===== src/rtl/vga_timing_prog.sv =====
// Programmable VGA timing generator: position counters, sync/active decode, and a
// frame-aligned timing reload. Define VGA_TIMING_FRAME_CNT_EN to build in the frame counter.
module vga_timing_prog #(
  parameter int CNT_W         = 10,
  parameter int H_ACTIVE      = 640,
  parameter int H_FRONT_PORCH = 16,
  parameter int H_SYNC        = 96,
  parameter int H_BACK_PORCH  = 48,
  parameter int V_ACTIVE      = 480,
  parameter int V_FRONT_PORCH = 10,
  parameter int V_SYNC        = 2,
  parameter int V_BACK_PORCH  = 33,
  parameter bit HSYNC_POL     = 1'b0,
  parameter bit VSYNC_POL     = 1'b0
) (
  input  logic               clk,
  input  logic               rst,
  input  logic               clk_en,
  input  logic               cfg_valid,
  output logic               cfg_ready,
  input  logic [4*CNT_W-1:0] cfg_h,
  input  logic [4*CNT_W-1:0] cfg_v,
  output logic               cfg_err,
  input  logic [CNT_W-1:0]   line_match,
  output logic               active,
  output logic               hsync,
  output logic               vsync,
  output logic               v_begin,
  output logic               line_irq,
  output logic [CNT_W-1:0]   hpos,
  output logic [CNT_W-1:0]   vpos,
  output logic [15:0]        frame_cnt
);
  localparam int SW = CNT_W + 2;
  localparam logic [0:0] ST_IDLE    = 1'b0;
  localparam logic [0:0] ST_PENDING = 1'b1;
  localparam logic [SW-1:0] MAX_TOTAL = SW'(1) << CNT_W;

  // Field index: 0 active, 1 front porch, 2 sync, 3 back porch.
  logic [CNT_W-1:0] h_tim_reg [4];
  logic [CNT_W-1:0] v_tim_reg [4];
  logic [CNT_W-1:0] h_shd_reg [4];
  logic [CNT_W-1:0] v_shd_reg [4];
  logic [CNT_W-1:0] cfg_h_f   [4];
  logic [CNT_W-1:0] cfg_v_f   [4];
  logic [CNT_W-1:0] h_def     [4];
  logic [CNT_W-1:0] v_def     [4];

  logic [CNT_W-1:0] hpos_reg, vpos_reg;
  logic [0:0]       state_reg;
  logic             cfg_err_reg;

  genvar gi;
  generate
    for (gi = 0; gi < 4; gi++) begin : g_fields
      assign cfg_h_f[gi] = cfg_h[(4-gi)*CNT_W-1 -: CNT_W];
      assign cfg_v_f[gi] = cfg_v[(4-gi)*CNT_W-1 -: CNT_W];
    end
  endgenerate

  assign h_def[0] = CNT_W'(H_ACTIVE);
  assign h_def[1] = CNT_W'(H_FRONT_PORCH);
  assign h_def[2] = CNT_W'(H_SYNC);
  assign h_def[3] = CNT_W'(H_BACK_PORCH);
  assign v_def[0] = CNT_W'(V_ACTIVE);
  assign v_def[1] = CNT_W'(V_FRONT_PORCH);
  assign v_def[2] = CNT_W'(V_SYNC);
  assign v_def[3] = CNT_W'(V_BACK_PORCH);

  function automatic logic [SW-1:0] total4(input logic [CNT_W-1:0] a, input logic [CNT_W-1:0] b,
                                           input logic [CNT_W-1:0] c, input logic [CNT_W-1:0] d);
    return SW'(a) + SW'(b) + SW'(c) + SW'(d);
  endfunction

  logic [SW-1:0] ht, vt, ht_cfg, vt_cfg;
  logic [SW-1:0] hs_start, hs_end, vs_start, vs_end;
  logic          h_end, v_end, cfg_ok;

  assign ht     = total4(h_tim_reg[0], h_tim_reg[1], h_tim_reg[2], h_tim_reg[3]);
  assign vt     = total4(v_tim_reg[0], v_tim_reg[1], v_tim_reg[2], v_tim_reg[3]);
  assign ht_cfg = total4(cfg_h_f[0], cfg_h_f[1], cfg_h_f[2], cfg_h_f[3]);
  assign vt_cfg = total4(cfg_v_f[0], cfg_v_f[1], cfg_v_f[2], cfg_v_f[3]);

  assign h_end = (SW'(hpos_reg) == ht - SW'(1));
  assign v_end = (SW'(vpos_reg) == vt - SW'(1));

  assign cfg_ok = (cfg_h_f[0] != '0) && (cfg_h_f[2] != '0) &&
                  (cfg_v_f[0] != '0) && (cfg_v_f[2] != '0) &&
                  (ht_cfg <= MAX_TOTAL) && (vt_cfg <= MAX_TOTAL);

  assign hs_start = SW'(h_tim_reg[0]) + SW'(h_tim_reg[1]);
  assign hs_end   = hs_start + SW'(h_tim_reg[2]);
  assign vs_start = SW'(v_tim_reg[0]) + SW'(v_tim_reg[1]);
  assign vs_end   = vs_start + SW'(v_tim_reg[2]);

  always_ff @(posedge clk) begin
    if (rst) begin
      hpos_reg    <= '0;
      vpos_reg    <= '0;
      state_reg   <= ST_IDLE;
      cfg_err_reg <= 1'b0;
      for (int i = 0; i < 4; i++) begin
        h_tim_reg[i] <= h_def[i];
        v_tim_reg[i] <= v_def[i];
        h_shd_reg[i] <= '0;
        v_shd_reg[i] <= '0;
      end
    end else begin
      cfg_err_reg <= 1'b0;
      if (state_reg == ST_IDLE && cfg_valid) begin
        if (cfg_ok) begin
          for (int i = 0; i < 4; i++) begin
            h_shd_reg[i] <= cfg_h_f[i];
            v_shd_reg[i] <= cfg_v_f[i];
          end
          state_reg <= ST_PENDING;
        end else begin
          cfg_err_reg <= 1'b1;
        end
      end
      if (clk_en) begin
        if (h_end) begin
          hpos_reg <= '0;
          if (v_end) begin
            vpos_reg <= '0;
            // New timing lands exactly on the frame boundary, so no frame is mixed.
            if (state_reg == ST_PENDING) begin
              for (int i = 0; i < 4; i++) begin
                h_tim_reg[i] <= h_shd_reg[i];
                v_tim_reg[i] <= v_shd_reg[i];
              end
              state_reg <= ST_IDLE;
            end
          end else begin
            vpos_reg <= vpos_reg + CNT_W'(1);
          end
        end else begin
          hpos_reg <= hpos_reg + CNT_W'(1);
        end
      end
    end
  end

`ifdef VGA_TIMING_FRAME_CNT_EN
  logic [15:0] frame_cnt_reg;
  always_ff @(posedge clk) begin
    if (rst) begin
      frame_cnt_reg <= '0;
    end else if (clk_en && h_end && v_end) begin
      frame_cnt_reg <= frame_cnt_reg + 16'd1;
    end
  end
  assign frame_cnt = frame_cnt_reg;
`else
  assign frame_cnt = '0;
`endif

  assign hpos      = hpos_reg;
  assign vpos      = vpos_reg;
  assign cfg_ready = (state_reg == ST_IDLE);
  assign cfg_err   = cfg_err_reg;
  assign active    = (hpos_reg < h_tim_reg[0]) && (vpos_reg < v_tim_reg[0]);
  assign hsync     = (SW'(hpos_reg) >= hs_start && SW'(hpos_reg) < hs_end) ? HSYNC_POL : ~HSYNC_POL;
  assign vsync     = (SW'(vpos_reg) >= vs_start && SW'(vpos_reg) < vs_end) ? VSYNC_POL : ~VSYNC_POL;
  assign v_begin   = (hpos_reg == '0) && (vpos_reg == '0);
  assign line_irq  = clk_en && (hpos_reg == h_tim_reg[0] - CNT_W'(1)) && (vpos_reg == line_match);

endmodule

===== config.mk =====
export PLATFORM = sky130hd
export DESIGN_NAME = vga_timing_prog
export DESIGN_NICKNAME = d
export VERILOG_FILES = /design/src/rtl/vga_timing_prog.sv
export SDC_FILE = /design/constraint.sdc
export NUM_CORES = 1
export LEC_CHECK = 0
export CAP_MARGIN = 20
export CELL_PAD_IN_SITES_DETAIL_PLACEMENT = 1
export CELL_PAD_IN_SITES_GLOBAL_PLACEMENT = 2
export CORE_ASPECT_RATIO = 0.5
export CORE_MARGIN = 2
export CORE_UTILIZATION = 38
export CTS_CLUSTER_DIAMETER = 200
export DETAILED_ROUTE_END_ITERATION = 6
export PLACE_DENSITY_LB_ADDON = 0.1
export SYNTH_ARGS = -nofsm -noshare
export SYNTH_HDL_FRONTEND = slang
export SYNTH_SLANG_ARGS = --single-unit

===== constraint.sdc =====
create_clock -name clk -period 12.3 [get_ports clk]
set_input_delay 2.46 -clock clk [delete_from_list [all_inputs] [get_ports clk]]
set_output_delay 2.46 -clock clk [all_outputs]
set_load 0.02 [all_outputs]

==> metrics.md <==
| Metric | Value |
|---|---|
| GRT Residual Overflow | `0` |
| Crit-path leading delay family | `adder cells` |
| Syn avg cell area | `10.52 um^2` |
| Multi-input logic area | `0.007722 mm^2` |
| Post-CTS Setup Repair Bufs | `0` |
| DIE AREA | `0.03765 mm^2` |
| Yosys warning total | `0` |
| Max VDD drop | `0.1021 mV` |
| Die width | `272.4 um` |
| CTS H-Tree Depth | `4` |
| Slew @ Worst Pin | `743.4 ps` |
| IO Count | `137` |
| Fmax | `120.6 MHz` |
| Setup tns final | `0 ps` |
| Initial DRC Count | `517` |
| Avg WL per Cell | `20.08 um` |
| Fill count | `3886` |
| Leak Pwr | `0.006923 uW` |
| Ys flop type | `edfxtp_1` |
| CP max stage delay | `580 ps` |
| Max cap viols | `0` |
| Status | `complete, no violations` |
| Ant. Diodes | `0` |
| Clock Skew | `16.50 ps` |
| Hold_buf cts | `0` |
| CTS sink cnt | `182` |
| Netlist cell types | `74` |
| Drt drc | `0` |
| Worst slack, placed | `4286 ps` |
| Worst slew margin | `50.25%` |
| Clock tree buffer depth | `2` |
| DRT Pass-1 Iters | `4` |
| Post-synth EDFFs | `160` |
| DPL Wire Length | `31670 um` |
| Pwr Density | `123.8 mW/mm^2` |
| CTS tree | `built` |
| Initial Util | `38.36%` |
| GRT Util Overall | `20.84%` |
| Syn Inst Count | `1301` |
| Crit-path cells | `ha_1 -> inv_1 -> fa_1 -> inv_1 -> ha_1 -> a211o_1 -> a21oi_1 -> inv_1 -> a21oi_1 -> xor2_1 -> ha_1 -> a21oi_1 -> o21ai_0 -> maj3_2 -> maj3_2 -> maj3_2 -> maj3_2 -> a221o_1 -> clkdlybuf4s50_1` |
| Commonest non-fill, non-tap cell in the layout | `edfxtp_1` |
| Post-CTS sizing | `0` |
| WP data arrival | `5830 ps` |
| Root Buffer | `clkbuf_16` |
| Vias per cell | `5.109` |
| Row cnt | `49` |
| Largest net degree at the start of global routing | `82` |
| P&R area growth vs syn | `17.01%` |
| Synth Cell Area | `0.01369 mm^2` |
| Worst Hold Class | `reg -> reg` |
| Hold Violations, Final | `0` |
| Initial antenna violation count | `0` |
| First-pass GRT wire length | `59970 um` |
| CP most frequent cell | `maj3_2` |
| Crit Path Class | `reg -> out` |
| Gpl congestion | `0.8642` |
| Die height | `138.2 um` |
| Fin crit share | `67.42%` |
| Critical R2R Launch | `h_tim_reg[0][1]$_SDFFCE_PN0P_` |
| Final worst setup slack | `4007 ps` |
| Critical path fanouts, max | `3` |
| Sequential element share of the synthesized area | `38.32%` |
| Share of layout cells above drive strength 1 | `5.548%` |
| R2r setup slk | `4790 ps` |
| Vias in the first global route | `10370` |
| # nets final | `1706` |
| Path depth of the worst reg2reg path | `28` |
| Max-slew violation count | `0` |
| Antenna Violating Nets Remaining | `0` |
| Worst hold endpoint | `h_tim_reg[0][9]$_SDFFCE_PN1P_` |
| Worst Path Buf+Inv | `4` |
| DR vias | `9748` |
| Most frequent cells in the layout | `edfxtp_1 (160), ha_1 (154), inv_1 (135), clkdlybuf4s50_1 (120), and2_1 (80)` |
| Ys async rst share | `0%` |
| HP Start | `h_shd_reg[0][9]$_SDFFCE_PN0P_` |
| PortBufs | `120` |
| Clk Latency, worst-skew pair | `440 ps` |
| Setup crit start kind | `flip-flop` |
| CP endpoint kind | `output port` |
| Hold Path Stages | `1` |
| CP Data Required Time | `9840 ps` |
| Wirelength, routed | `38310 um` |
| Core area | `0.03568 mm^2` |
| CTS clk-pin slew, worst paths | `70 ps` |
| RR Endpoint | `h_tim_reg[2][8]$_SDFFCE_PN0P_` |
| Final setup viols | `0` |
| RSZ-0062 raised after global routing | `false` |
| Tmin final | `8293 ps` |
| Register area | `0.005245 mm^2` |
| Total CTS buffers | `17` |
| Critical path's slowest cell | `fa_1` |
| Post-synthesis register bit count | `182` |
-- cell usage after synthesis, types with 3 or more instances --
| library cell | number | area share [%] |
|---|---|---|
| or4_1 | 4 | 0.22 |
| and2_1 | 80 | 3.7 |
| a31oi_1 | 7 | 0.32 |
| clkbuf_1 | 32 | 0.88 |
| xnor2_1 | 67 | 4.3 |
| o21a_1 | 3 | 0.16 |
| o21bai_1 | 11 | 0.60 |
| nor4_1 | 20 | 0.91 |
| a21boi_0 | 4 | 0.22 |
| o21ai_0 | 37 | 1.4 |
| o2111ai_1 | 5 | 0.32 |
| a21o_1 | 26 | 1.4 |
| a2111oi_0 | 4 | 0.26 |
| edfxtp_1 | 160 | 35 |
| dfxtp_1 | 22 | 3.2 |
| buf_2 | 9 | 0.33 |
| and3_1 | 77 | 3.5 |
| a21oi_1 | 61 | 2.2 |
| a211oi_1 | 8 | 0.44 |
| nor2_1 | 51 | 1.4 |
| nand4_1 | 12 | 0.55 |
| nor2b_1 | 7 | 0.32 |
| nor3_2 | 9 | 0.66 |
| nand3_1 | 23 | 0.84 |
| or3_1 | 22 | 1.0 |
| o211ai_1 | 6 | 0.33 |
| ha_1 | 154 | 14 |
| nor3_1 | 20 | 0.73 |
| inv_1 | 135 | 3.7 |
| nand2_1 | 37 | 1.0 |
| o41ai_1 | 3 | 0.19 |
| maj3_2 | 5 | 0.41 |
| xor2_1 | 55 | 3.5 |
| fa_1 | 46 | 6.7 |
| or2_2 | 4 | 0.18 |
| buf_4 | 18 | 0.99 |
| nand2b_1 | 12 | 0.55 |
-- worst max-delay path by stage --
stage / from / end / slack, ps / cells past startpoint
after floorplan: h_tim_reg[0][1]$_SDFFCE_PN0P_ / h_tim_reg[0][0]$_SDFFCE_PN0P_ / 960 / 27
after global placement: cfg_h[1] / h_shd_reg[3][7]$_SDFFCE_PN0P_ / 4450 / 14
after detailed placement: cfg_h[1] / h_shd_reg[2][9]$_SDFFCE_PN0P_ / 4290 / 14
after CTS: v_tim_reg[0][0]$_SDFFCE_PN0P_ / vsync / 4010 / 19
after global routing: v_tim_reg[0][0]$_SDFFCE_PN0P_ / vsync / 3760 / 19
final: v_tim_reg[0][0]$_SDFFCE_PN0P_ / vsync / 4010 / 19
-- power by group --
part | leakage (uW) | total (uW) | internal [uW] | switching (uW)
combinational | 0.00488 | 724 | 313 | 411
sequential | 0.00178 | 737 | 718 | 19.2
clock | 0.000265 | 522 | 280 | 242
-- routing by layer --
layer | wire (um) | share of wire [%] | vias to the layer above | GRT usage [%]
met3 | 1400 | 3.7 | 29 | 3.318
met4 | 415 | 1.1 | 0 | 4.280
met5 | 0 | 0 | - | 0
met2 | 17210 | 45 | 163 | 32.94
li1 | - | - | 4783 | -
met1 | 19280 | 50 | 4773 | 30.24
-- through the flow --
stage | power, uW | hold slack [ps] | std cells | utilization [%] | instance area (um^2)
finish | 1983 | 515.7 | 1908 | 44.89 | 16020
global route | 2114 | 523.0 | 1908 | 44.89 | 16020
global placement | 1450 | 501.4 | 1873 | 43.08 | 15370
floorplan | 1273 | 481.6 | 1316 | - | 13740
detailed placement | 1471 | 496.2 | 1873 | 43.08 | 15370
CTS | 1997 | 514.8 | 1904 | 44.62 | 15920
-- area by class of cell --
class                   instances  share of cell area [%]
well taps                     484                   3.781
repair buffers                136                   8.656
multi-input cells             940                   48.22
clock inverters                13                  0.7578
clock buffers                  18                   2.679
inverters                     135                   3.164
flip-flops and latches        182                   32.75
-- cell families (layout without fill, tap and decap cells) --
family | count (synthesis) | count (layout) | synth area share (%)
XOR/XNOR | 125 | 125 | 8.208
buffers and inverters | 194 | 302 | 5.896
adder cells (fa/ha/maj) | 206 | 206 | 21.29
flip-flops | 182 | 182 | 38.32
AND/OR/NAND/NOR | 392 | 392 | 16.56
AO/OA/AOI/OAI | 201 | 201 | 9.698
other | 1 | 16 | 0.02740
Note: power is estimated with default switching activity, not from simulation.
